<file path="config.mk">
export PLATFORM = sky130hd
export DESIGN_NAME = ram_sync_clr
export DESIGN_NICKNAME = d
export VERILOG_FILES = /design/src/rtl/ram_sync_clr.sv
export SDC_FILE = /design/constraint.sdc
export NUM_CORES = 2
export LEC_CHECK = 0
export ABC_AREA = 1
export CORE_MARGIN = 3
export CORE_UTILIZATION = 30
export CTS_BUF_LIST = sky130_fd_sc_hd__clkbuf_8
export CTS_CLUSTER_DIAMETER = 200
export DETAILED_ROUTE_END_ITERATION = 16
export MAX_ROUTING_LAYER = met4
export PLACE_DENSITY_LB_ADDON = 0.05
export SLEW_MARGIN = 0
export SYNTH_ARGS = -nofsm -noshare
export SYNTH_HDL_FRONTEND = slang
export SYNTH_SLANG_ARGS = --single-unit
</file>
<file path="constraint.sdc">
create_clock -name clk -period 9.1 [get_ports clk]
set_input_delay 1.82 -clock clk [delete_from_list [all_inputs] [get_ports clk]]
set_output_delay 1.82 -clock clk [all_outputs]
set_load 0.02 [all_outputs]
</file>
<file path="src/rtl/ram_sync_clr.sv">
// Single-port synchronous RAM with per-byte write enables, a registered
// read port with a valid strobe, and a clear engine that fills every word
// with CLR_VAL after reset or on request.
module ram_sync_clr #(
  parameter int                 DATA_W  = 16,
  parameter int                 ADDR_W  = 8,
  parameter int                 DEPTH   = 256,
  parameter logic [DATA_W-1:0]  CLR_VAL = '0
) (
  input  logic                  clk,
  input  logic                  rst,
  input  logic                  clr,
  output logic                  busy,
  input  logic                  ce,
  input  logic                  we,
  input  logic [DATA_W/8-1:0]   be,
  input  logic [ADDR_W-1:0]     addr,
  input  logic [DATA_W-1:0]     wdata,
  output logic [DATA_W-1:0]     rdata,
  output logic                  rvalid
);

  localparam int NB    = DATA_W / 8;
  localparam int IDX_W = (DEPTH > 1) ? $clog2(DEPTH) : 1;

  // Depth and last clear address in the one-bit-wider pointer domain, so a
  // full 2**ADDR_W array terminates on the compare instead of wrapping.
  localparam logic [ADDR_W:0] DEPTH_P = (ADDR_W + 1)'(DEPTH);
  localparam logic [ADDR_W:0] LAST_P  = (ADDR_W + 1)'(DEPTH - 1);
  localparam logic [ADDR_W:0] ONE_P   = (ADDR_W + 1)'(1);

  typedef enum logic {
    ST_CLEAR = 1'b0,
    ST_IDLE  = 1'b1
  } state_t;

  state_t            state_q, state_d;
  logic [ADDR_W:0]   clr_ptr_q, clr_ptr_d;

  logic [DATA_W-1:0] mem [0:DEPTH-1];

  logic              in_range_p0;
  logic              acc_p0;
  logic              wr_en_p0;
  logic              rd_en_p0;
  logic              clr_wr_p0;
  logic [IDX_W-1:0]  addr_idx_p0;
  logic [IDX_W-1:0]  clr_idx_p0;
  logic [DATA_W-1:0] rd_word_p0;

  logic [DATA_W-1:0] rdata_p1;
  logic              vld_p1;

  // Replace the bytes of old_w selected by be_m with the matching bytes of new_w.
  function automatic logic [DATA_W-1:0] merge_bytes(
    input logic [DATA_W-1:0] old_w,
    input logic [DATA_W-1:0] new_w,
    input logic [NB-1:0]     be_m
  );
    logic [DATA_W-1:0] res;
    res = old_w;
    for (int i = 0; i < NB; i++) begin
      if (be_m[i]) begin
        res[8*i +: 8] = new_w[8*i +: 8];
      end
    end
    return res;
  endfunction

  // ---- stage 0: request decode ----
  // A clear request in IDLE wins over a simultaneous access; in CLEAR every
  // request input is ignored.
  assign in_range_p0 = ({1'b0, addr} < DEPTH_P);
  assign acc_p0      = (state_q == ST_IDLE) && ce && !clr;
  assign wr_en_p0    = acc_p0 && we && in_range_p0;
  assign rd_en_p0    = acc_p0 && !we;
  assign clr_wr_p0   = (state_q == ST_CLEAR);
  assign addr_idx_p0 = addr[IDX_W-1:0];
  assign clr_idx_p0  = clr_ptr_q[IDX_W-1:0];

  // Out-of-range reads return the clear value rather than aliasing a word.
  assign rd_word_p0  = in_range_p0 ? mem[addr_idx_p0] : CLR_VAL;

  // FSM state and clear pointer register.
  always_ff @(posedge clk or posedge rst) begin
    if (rst) begin
      state_q   <= ST_CLEAR;
      clr_ptr_q <= '0;
    end else begin
      state_q   <= state_d;
      clr_ptr_q <= clr_ptr_d;
    end
  end

  // Next-state logic: walk the clear pointer to DEPTH-1, then idle until clr.
  always_comb begin
    state_d   = state_q;
    clr_ptr_d = clr_ptr_q;
    case (state_q)
      ST_CLEAR: begin
        if (clr_ptr_q == LAST_P) begin
          state_d   = ST_IDLE;
          clr_ptr_d = '0;
        end else begin
          clr_ptr_d = clr_ptr_q + ONE_P;
        end
      end
      ST_IDLE: begin
        if (clr) begin
          state_d   = ST_CLEAR;
          clr_ptr_d = '0;
        end
      end
    endcase
  end

  // Memory array: clear-engine fill or byte-masked user write.
  always_ff @(posedge clk) begin
    if (clr_wr_p0) begin
      mem[clr_idx_p0] <= CLR_VAL;
    end else if (wr_en_p0) begin
      mem[addr_idx_p0] <= merge_bytes(mem[addr_idx_p0], wdata, be);
    end
  end

  // ---- stage 1: registered read data and its one-cycle valid strobe ----
  always_ff @(posedge clk or posedge rst) begin
    if (rst) begin
      rdata_p1 <= '0;
      vld_p1   <= 1'b0;
    end else begin
      vld_p1 <= rd_en_p0;
      if (rd_en_p0) begin
        rdata_p1 <= rd_word_p0;
      end
    end
  end

  assign rdata  = rdata_p1;
  assign rvalid = vld_p1;
  assign busy   = (state_q == ST_CLEAR);

endmodule

</file>
After elaboration in Yosys (flattened, before gate mapping). Memory sizes are Yosys's and may differ from the RTL's. Index checks and enable logic that the tools add are counted.

Add/subtract/negate cells: 1. Multipliers: 0. Divide/modulo/power cells: 0. $lt $le $gt $ge: 0. Eq/ne operators: 2. Shift-type cells: 0. Multiplexer cells: 19. Bitwise operators: 1. Reductions and logical operators: 7.

Operator list (count): 8-bit 2-to-1 mux (7); 9-bit 2-to-1 mux (2); 9-bit case mux with 2 select lines (1); 16-bit 2-to-1 mux (1); 16-bit OR reduction (1); 9-bit by 1-bit adder with 9-bit output (second input constant) (1); 9-bit by 8-bit == test with 1-bit output (second input constant) (1); 1-bit 2-to-1 mux (7); 1-bit logical AND (4); 1-bit logical NOT (2); 2-bit != test (second input constant) (1); 1-bit case mux with 2 select lines (1); 1-bit NOT (1).

Register bits: 27. Latch bits: 0. Bits in writable memories: 4096. ROM bits: 0. Input bits: 31. Output and inout port bits: 18. Word-level logic and storage cells: 35. Memories: 1.

Memory list: mem (depth 256, bits a word 16, read ports 1, clocked after Yosys merged registers in 0, wr ports 1, RTL line 40) `logic [DATA_W-1:0] mem [0:DEPTH-1];`.

Logic depth before layout (Yosys ltp).
Word-level depth: 8. Depth in mapped cells: 15. Mapped depth without buffers: 15.

Least setup slack after synthesis. Ideal clock, no wire load.

Path kind: input -> register. Start: in addr[0]. End: mem mem[0][4], data pin. Library setup time: 1579 ps. Arrival time: 9918 ps. Required time: 7521 ps. Setup slack: -2397 ps. Stages: 15. Path buffers: 4. Path through: buf_4 > inv_4 > buf_6 > buf_6 > buf_6 > nand2_1 > nand3_1 > nand3_1 > nand3_1 > nand3_1 > nand3_1 > nand3_1 > nand3_1 > nand2_1 > a21oi_1.

RTL lines: from (decl) (RTL line 17) `input logic [ADDR_W-1:0] addr,`; to (decl) (RTL line 40).

==> reports/qor.txt <==
Status: completed
Setup Slack @ Placement: 1570 ps
Initial Util: 30.1%
Int Pwr: 0.0296 W
Total gr overflow: 0
Most common cell on crit path: nand3_1
Initial antenna violation count: 41
Max Cap Viol: 0
CP max stage cell: a21oi_4
Syn Area/Cell: 12.1 um^2
Final Total Pwr: 0.0406 W
Largest net degree at the start of global routing: 177
WL/cell: 28.3 um
Final setup viols: 0
Row cnt: 273
Reg2Reg Depth: 9
CTS tree: yes
Vias: 111,000
Iteration-0 DRC count of the detailed router: 10,300
Slew @ Worst Pin: 1290 ps
Clock Skews: 134 ps
CTS resizes: 0
Fin nets: 14,100
Startpoint types: primary input
CTS H-tree lvls: 6
Multiplexer share of the synthesized area: 0%
Detailed-router iteration count before antenna repair: 7
CTS clk-pin slew, worst paths: 60 ps
VDD IR max: 0.108 mV
RSZ-0062 raised after global routing: false
Final worst slack: 2860 ps
Layout cell share with drive strength beyond 1: 10.6%
First-pass GRT wire length: 870,000 um
Setup CP Type: in2reg
Clock buffer depth: 4
Period Utilization, post-route: 68.6%
Clk root buf: clkbuf_8
Crit path arrival time: 7110 ps
Synthesized instance count: 13,700
Hold Fails Final Rpt: 0
Vias in the first global route: 108,000
Seq/Total Area, Yosys: 74.1%
Core ar.: 553,000 um^2
Finished Cell Area: 190,000 um^2
Die W: 752 um
Crit-path max FO: 132
Routed Antenna Nets: 0
Die area: 565,000 um^2
Synth warn: 0
Worst Path Required: 9970 ps
Area fraction in compound gates after synthesis: 0.220%
Hold path depth: 2
Rel. slew slack: 14.2%
Final Util: 34.4%
Number of I/O port buffers: 48
CP endpoint kind: register
DP HPWL: 341,000 um
CTS Buf Count: 752
Flops & latches, synth: 4,123
Clock power share: 39.9%
Num Clock Sinks: 4,123
Combinational family with the most area after synthesis: simple AND/OR/NAND/NOR gates
Ports: 49
Post-synthesis xor/xnor area fraction: 0.0157%
Mapped Area: 167,000 um^2
Distinct cells, synth: 32
Part of the power in registers: 51.6%
Adder-cell share of the synthesized area: 0.00750%
Area Growth Syn to Fin: 14.1%
Final Wtd Congestion: 0.792
Postcts setup bufs: 0
Switch share: 27.1%
Worst hold slack: 530 ps
DRC Markers: 0
Slew Limit Fails: 0
Max Clock Freq: 160 MHz
Leakage: 69.8 nW
Min Tclk post-route: 6240 ps
CP Cell Sequence: buf_16, inv_16, buf_4, nand2_1, nand3_1, nand3_1, nand3_1, nand3_1, nand3_1, nand3_1, nand3_1, nand2_1, a21oi_4, buf_4
Vias per inst: 5.04
Hold_buf cts: 0
Post-synthesis simple-gate area fraction: 22.3%
Largest stage delay, worst path: 970 ps
Switching power: 0.0110 W
Skew-Pair Late Insertion Delay: 1330 ps
Logic pwr share: 8.5%
Overall global routing resource usage: 22.1%
DP Area: 177,000 um^2
Net Count, Synth: 13,800
Cell Pwr Density: 213 nW/um^2
Hold/Removal Path Class: reg2reg
Total Routed Length: 623,000 um
Chip Height: 752 um
## Yosys cell counts (all sizes together)
master / instances / area [um^2]
xnor2: 1 / 8.76
clkbuf: 151 / 567
clkinv: 1 / 3.75
nand3: 4067 / 20400
o31ai: 1 / 7.51
o21ai: 45 / 248
o22ai: 4 / 25.0
nor3: 3 / 20.0
xor2: 2 / 17.5
o211ai: 1 / 7.51
nand2: 4181 / 15700
nor2: 294 / 1160
or2: 2 / 12.5
a21oi: 16 / 80.1
dfrtp: 27 / 676
inv: 62 / 235
edfxtp: 4096 / 123000
ha: 1 / 12.5
buf: 794 / 4680
## stage by stage
stage | TNS (ps) | instances
global route | 0 | 22000
finish | 0 | 22000
global placement | 0 | 20600
floorplan | -6095560 | 13700
CTS | 0 | 22000
detailed placement | 0 | 20600
## cell families (layout without fill, tap and decap cells)
family | after synthesis | in the layout
simple gates | 8547 | 8547
flops | 4123 | 4123
buf+inv | 1008 | 1930
compound gates | 67 | 67
xor+xnor | 3 | 3
fa+ha+maj | 1 | 1
other cells | 0 | 28
## power groups by stage
stage / clock [W] / sequential [W] / combinational, W
floorplan: 0 / 0.0213 / 0.00168
global placement: 0 / 0.0213 / 0.00349
detailed placement: 0 / 0.0213 / 0.00350
CTS: 0.0167 / 0.0210 / 0.00351
global route: 0.0176 / 0.0210 / 0.00366
finish: 0.0162 / 0.0210 / 0.00345
## layout by cell type, fill, tap and decap left out, types with 89 or more instances in the layout
cell type,instances
buf_12,98
buf_4,392
clkbuf_8,765
clkinv_1,174
edfxtp_1,4096
inv_1,344
nand2_1,4155
nand3_1,4066
nor2_1,167
nor2_2,89
## critical path: cells and delay by family
kind                   cells  cell delay, ps
and+or+nand+nor            9            1590
AOI/OAI and AO/OA          1             970
buffers and inverters      4            2230
## routing by layer
layer  GRT usage (%)  wire, um  share of wire [%]  vias to the layer above
met1            29.6    277000                 44                    56800
met4            5.78     17900                2.9                        0
met2            35.5    295000                 47                     3168
met3            3.15     32700                5.2                      884
met5               -         0                  0                        -
li1                -         -                  -                    50000
## area by class of cell
cell class | instances | area (um^2)
clock inverter | 564 | 2860
sequential | 4123 | 124000
inverter | 63 | 282
multi-input combinational | 8618 | 38400
tap | 7287 | 9120
timing repair buffer | 538 | 5430
fill | 54600 | 363000
antenna | 28 | 70.1
clock buffer | 765 | 10500
## final timing paths
path / startpoint / end / slack (ps)
max: addr[0] / mem[80][10]$_DFFE_PP_ / 2860
min: clr_ptr_q[8]$_DFFE_PP0P_ / clr_ptr_q[8]$_DFFE_PP0P_ / 530
max reg2reg: state_q$_DFF_PP0_ / mem[99][3]$_DFFE_PP_ / 4520
min reg2reg: clr_ptr_q[8]$_DFFE_PP0P_ / clr_ptr_q[8]$_DFFE_PP0P_ / 530
max in group asynchronous: rst / clr_ptr_q[0]$_DFFE_PP0P_ / 7570
min in group asynchronous: rst / rvalid$_DFF_PP0_ / 970
## flip-flops by register name, summed over array words and instances (netlist names)
signal and count:
clr_ptr_q 9, mem 4096, rdata 16, rvalid 1, state_q 1
(Power assumes the default switching activity.)
